**src/rtl/flag_branch_unit.sv**
```systemverilog
// -----------------------------------------------------------------------------
// flag_branch_unit
//
// Condition-flag consumer for the 5-stage pipeline. This block does three jobs:
//   * It holds the architectural NZCV register. The EX stage writes it when an
//     ADDS/SUBS instruction completes.
//   * It resolves B, CBZ, CBNZ and B.cond for the instruction sitting in ID.
//   * It issues one registered taken/not-taken decision per accepted request
//     to the fetch-redirect logic, one cycle after acceptance.
//
// A flag hazard occurs when a B.cond in ID needs NZCV while EX is writing it
// in the same cycle. Two build options handle it:
//   FLAG_FWD_EN undefined (default): ID stalls for one cycle. The request is
//     resolved in the HOLD state, once the register holds the EX result.
//   FLAG_FWD_EN defined: B.cond evaluates ex_flags directly through a bypass.
//     id_stall stays 0 and the HOLD state is never entered.
// Flag-update timing and decision latency are the same in both builds.
//
// Reset is synchronous and active-low (reset_n).
// -----------------------------------------------------------------------------
module flag_branch_unit #(
    parameter int NUM_COND = 16
) (
    input  logic                        clk,
    input  logic                        reset_n,
    input  logic                        ex_valid,
    input  logic                        ex_set_flags,
    input  logic [3:0]                  ex_flags,
    input  logic                        id_valid,
    input  logic [1:0]                  id_br_type,
    input  logic [$clog2(NUM_COND)-1:0] id_cond,
    input  logic                        id_opnd_zero,
    input  logic                        flush,
    output logic                        id_stall,
    output logic                        br_valid,
    output logic                        br_taken,
    output logic [3:0]                  flags
);

    // Branch type encodings on id_br_type.
    localparam logic [1:0] BR_UNCOND = 2'b00;
    localparam logic [1:0] BR_CBZ    = 2'b01;
    localparam logic [1:0] BR_CBNZ   = 2'b10;
    localparam logic [1:0] BR_COND   = 2'b11;

    // Hazard FSM states.
    localparam logic [0:0] ST_RUN  = 1'b0;
    localparam logic [0:0] ST_HOLD = 1'b1;

    // Bit positions of the condition flags inside {N,Z,C,V}.
    localparam int FLAG_N = 3;
    localparam int FLAG_Z = 2;
    localparam int FLAG_C = 1;
    localparam int FLAG_V = 0;

    logic [0:0] state;
    logic [0:0] state_nxt;

    logic       flag_write;   // EX updates NZCV at the coming edge
    logic       is_bcond;     // ID request reads NZCV
    logic       flag_hazard;  // B.cond in ID while EX is writing NZCV
    logic       hold_req;     // hazard that must be resolved by stalling
    logic [3:0] src_flags;    // NZCV value the B.cond evaluation uses
    logic       stall;        // combinational stall towards ID
    logic       accept;       // request consumed this cycle
    logic       cond_true;    // B.cond condition result
    logic       taken;        // resolved direction of the ID request

    // -------------------------------------------------------------------------
    // ARM condition-code evaluation on a {N,Z,C,V} vector. AL and NV both
    // evaluate true.
    // -------------------------------------------------------------------------
    function automatic logic cond_eval(input logic [3:0] cond, input logic [3:0] nzcv);
        logic n;
        logic z;
        logic c;
        logic v;
        logic res;
        n = nzcv[FLAG_N];
        z = nzcv[FLAG_Z];
        c = nzcv[FLAG_C];
        v = nzcv[FLAG_V];
        case (cond)
            4'b0000: res = z;                 // EQ
            4'b0001: res = ~z;                // NE
            4'b0010: res = c;                 // HS
            4'b0011: res = ~c;                // LO
            4'b0100: res = n;                 // MI
            4'b0101: res = ~n;                // PL
            4'b0110: res = v;                 // VS
            4'b0111: res = ~v;                // VC
            4'b1000: res = c & ~z;            // HI
            4'b1001: res = ~c | z;            // LS
            4'b1010: res = (n == v);          // GE
            4'b1011: res = (n != v);          // LT
            4'b1100: res = ~z & (n == v);     // GT
            4'b1101: res = z | (n != v);      // LE
            default: res = 1'b1;              // AL, NV
        endcase
        return res;
    endfunction

    // Classify the ID request and detect a same-cycle NZCV write from EX.
    always_comb begin
        // NOTE: every signal written in an always_comb gets a value on every
        // path (here directly, elsewhere by a default first), so no latch is inferred.
        flag_write  = ex_valid & ex_set_flags;
        is_bcond    = (id_br_type == BR_COND);
        flag_hazard = id_valid & is_bcond & flag_write;
    end

`ifdef FLAG_FWD_EN
    // Bypass: a hazarding B.cond reads the ALU flags before they are registered.
    assign hold_req  = 1'b0;
    assign src_flags = flag_hazard ? ex_flags : flags;
`else
    // Stall: a hazarding B.cond waits one cycle and then reads the register.
    assign hold_req  = flag_hazard;
    assign src_flags = flags;
`endif

    // FSM next state and stall. A stall is raised only on entry to HOLD.
    // While reset is asserted, the stall is suppressed so that reset wins.
    always_comb begin
        state_nxt = state;
        stall     = 1'b0;
        case (state)
            ST_RUN: begin
                if (hold_req) begin
                    stall     = reset_n;
                    state_nxt = ST_HOLD;
                end
            end
            ST_HOLD: begin
                // NZCV now holds the EX result, so the request is resolved here.
                state_nxt = ST_RUN;
            end
            default: begin
                state_nxt = ST_RUN;
            end
        endcase
    end

    assign id_stall = stall;
    assign accept   = id_valid & ~stall;

    // Resolve the branch direction for whatever sits in ID this cycle.
    always_comb begin
        cond_true = cond_eval(id_cond, src_flags);
        case (id_br_type)
            BR_UNCOND: taken = 1'b1;
            BR_CBZ:    taken = id_opnd_zero;
            BR_CBNZ:   taken = ~id_opnd_zero;
            BR_COND:   taken = cond_true;
            default:   taken = 1'b0;
        endcase
    end

    // Architectural NZCV register, written from the EX-stage ALU flags.
    always_ff @(posedge clk) begin
        // NOTE: sequential state uses non-blocking assignments so that every
        // register samples pre-edge values, whatever the block order.
        if (!reset_n) begin
            flags <= 4'b0000;
        end else if (flag_write) begin
            flags <= ex_flags;
        end
    end

    // Hazard FSM state. A flush always returns the FSM to RUN.
    always_ff @(posedge clk) begin
        if (!reset_n) begin
            state <= ST_RUN;
        end else if (flush) begin
            state <= ST_RUN;
        end else begin
            state <= state_nxt;
        end
    end

    // Registered decision: valid for exactly one cycle after acceptance,
    // and squashed by a flush.
    always_ff @(posedge clk) begin
        if (!reset_n) begin
            br_valid <= 1'b0;
            br_taken <= 1'b0;
        end else begin
            br_valid <= accept & ~flush;
            br_taken <= accept & ~flush & taken;
        end
    end

endmodule

```
**config.mk**
```make
export PLATFORM = sky130hd
export DESIGN_NAME = flag_branch_unit
export DESIGN_NICKNAME = d
export VERILOG_FILES = /design/src/rtl/flag_branch_unit.sv
export SDC_FILE = /design/constraint.sdc
export NUM_CORES = 1
export LEC_CHECK = 0
export ABC_AREA = 1
export BUFFER_PORTS_ARGS = -buffer_cell sky130_fd_sc_hd__clkbuf_2
export CAP_MARGIN = 20
export CORE_AREA = 2 2 39 41
export CTS_BUF_LIST = sky130_fd_sc_hd__clkbuf_8
export CTS_CLUSTER_SIZE = 16
export DETAILED_ROUTE_END_ITERATION = 8
export DIE_AREA = 0 0 41 43
export GPL_TIMING_DRIVEN = 0
export PLACE_DENSITY = 0.78
export SLEW_MARGIN = 20
export SYNTH_ARGS = -nofsm -noshare
export SYNTH_HDL_FRONTEND = slang
export SYNTH_SLANG_ARGS = --single-unit
```
**constraint.sdc**
```tcl
create_clock -name clk -period 1.6 [get_ports clk]
set_input_delay 0.4 -clock clk [delete_from_list [all_inputs] [get_ports clk]]
set_output_delay 0.4 -clock clk [all_outputs]
set_load 0.02 [all_outputs]
```
==> out/qor.txt <==
register area share after synthesis = 27.86%
DRC Markers = 0
# port buffers = 22
Fillers = 154
Ys Warns = 0
Distinct cells, synth = 21
highest-count cells in the layout ignoring fill and taps = 24 x nand2_1, 22 x clkbuf_2, 9 x inv_1, 8 x nand3_1
worst skew pair latency = 0.22 ns
worst setup margin = 0.1180 ns
fin nets = 125
Root Driver = clkbuf_8
simple-gate portion of the synthesized area = 45.52%
mux share of post-synthesis cell area = 2.239%
Worst Skew = 0.0001463 ns
syn_area_per_cell = 6.210 um2
Post-synth EDFFs = 0
worst-case clock buffer depth = 2
die span in y = 43 um
vias in the first global route = 524
final core utilization = 49.01%
DIE AREA = 1763 um2
Worst Tran Pin Value = 0.2163 ns
max_cap viols = 0
CP Max Fanout = 2
mapped cell area = 503.0 um2
largest net degree at the start of global routing = 9
Initial Utilization = 36.35%
drt wl/cell = 9.236 um
ys async rst share = 0%
status = finished clean
final hold slack = 0.3488 ns
WP data required = 1.20 ns
post-synthesis adder-cell area fraction = 0%
RSZ-0062 raised after global routing = false
gr usage total = 16.11%
minimum clock period = 1.482 ns
dominant synthesized flop cell = dfxtp_1
Seq cells post-synth = 7
TritonRoute pass-1 iters = 3
Antenna Violating Nets Remaining = 0
GRT overflow = 0
htree depth = 1
Inserted Diodes = 0
fmax = 674.8 MHz
CP endpoint kind = output pin
Place WS = 0.1041 ns
Syn Nets = 98
TritonCTS buffer count = 3
# IOs = 24
Area Growth Syn to Fin = 34.83%
post-CTS sizing = 0
Max Slew Vio Count = 0
WS Path Type = primary input to output pin
Setup TNS = 0 ns
worst vdd ir = 0.0004773 V
Critical Path AT = 1.08 ns
global-route wire length before repair = 1945 um
Core ar. = 1384 um2
Hold Path Class = primary input to register
GP Congestion = 0.6769
HPWL after DPL = 971.4 um
via/cell ratio = 4.699
final wirelength = 1136 um
Iteration-0 DRC Markers = 4
most common cell after layout, fill and taps aside = nand2_1
Site Rows = 14
hold_buf cts = 0
CTS tree = yes
endpoints failing setup = 0
vias after detailed routing = 578
share of cells above drive strength 1 = 35.51%
initial antenna violation count = 0
cell count after synthesis = 81
crit path launch type = primary input
Lkg Pwr = 0.3578 nW
max_slew headroom = 85.54%
Clock transition at path regs = 0.04 ns
die width = 41 um
Compound-Gate Fraction of Synth Area = 12.69%
largest family of logic cells by synthesized area = simple AND/OR/NAND/NOR gates
clock sinks = 7
post-CTS setup repair buffer count = 0
XOR/XNOR Fraction of Synth Area = 0%
final-report hold violation count = 0
period utilization = 92.62%
Pwr Density = 822.2 nW/um2
per-stage QoR:
stage	area, um2	std cells	power, mW
2_1_floorplan	503.0	81	0.2758
3_3_place_gp	633.1	119	0.3176
3_5_place_dp	633.1	119	0.3216
4_1_cts	678.2	123	0.5685
5_1_grt	678.2	123	0.5988
6_report	678.2	123	0.5576
where the power goes:
group	leakage (nW)	switching [mW]	internal (mW)
Sequential	0.0575	0.00793	0.184
Clock	0.0269	0.0738	0.166
Combinational	0.273	0.0751	0.0508
registers in the layout, summed over array words and instances, names as in the netlist:
name,count
br_taken,1
flags,4
br_valid,1
state,1
layer usage:
layer  routed length [um]  GRT usage (%)
met1                  517          19.16
met2                  545          24.69
met4                    0          10.00
met5                    0              0
met3                   72          3.665
synthesized netlist by cell type, types with 2 or more instances:
cell type	number	area, um2
inv_1	8	30.03
nand2_1	24	90.09
nand3_1	8	40.04
nor2_2	3	18.77
nor2_1	6	22.52
a21oi_1	7	35.03
o21ai_0	4	20.02
inv_2	2	7.510
dfxtp_1	7	140.1
cell type report:
cell class | instances | area, um2 | area share, %
Clock inverter | 1 | 3.754 | 0.5535
Tap cell | 16 | 20.02 | 2.952
Timing Repair Buffer | 22 | 110.1 | 16.24
Multi-Input combinational cell | 61 | 304.0 | 44.83
Inverter | 12 | 47.55 | 7.011
Clock buffer | 3 | 41.29 | 6.089
Sequential cell | 7 | 140.1 | 20.66
Buffer | 1 | 11.26 | 1.661
critical path: stages:
cell and delay, ns:
clkbuf_2 0.08, nand2_1 0.05, inv_1 0.07, nand4_1 0.12, nor3_2 0.16, clkbuf_2 0.20
worst paths after layout:
| path | from | end | slack (ns) | depth (start not counted) |
|---|---|---|---|---|
| setup reg to reg | flags[0] | br_taken | 0.42 | 9 |
| hold / removal | flush | state | 0.35 | 2 |
| hold reg to reg | state | state | 0.45 | 1 |
| setup / recovery | id_br_type[1] | id_stall | 0.12 | 6 |
cell families (layout without fill, tap and decap cells):
| group | after synthesis | count (layout) |
|---|---|---|
| compound gates | 12 | 12 |
| buf+inv | 13 | 39 |
| flops | 7 | 7 |
| mux | 1 | 1 |
| simple gates | 48 | 48 |
No activity file was read; power rests on OpenSTA's default activity.
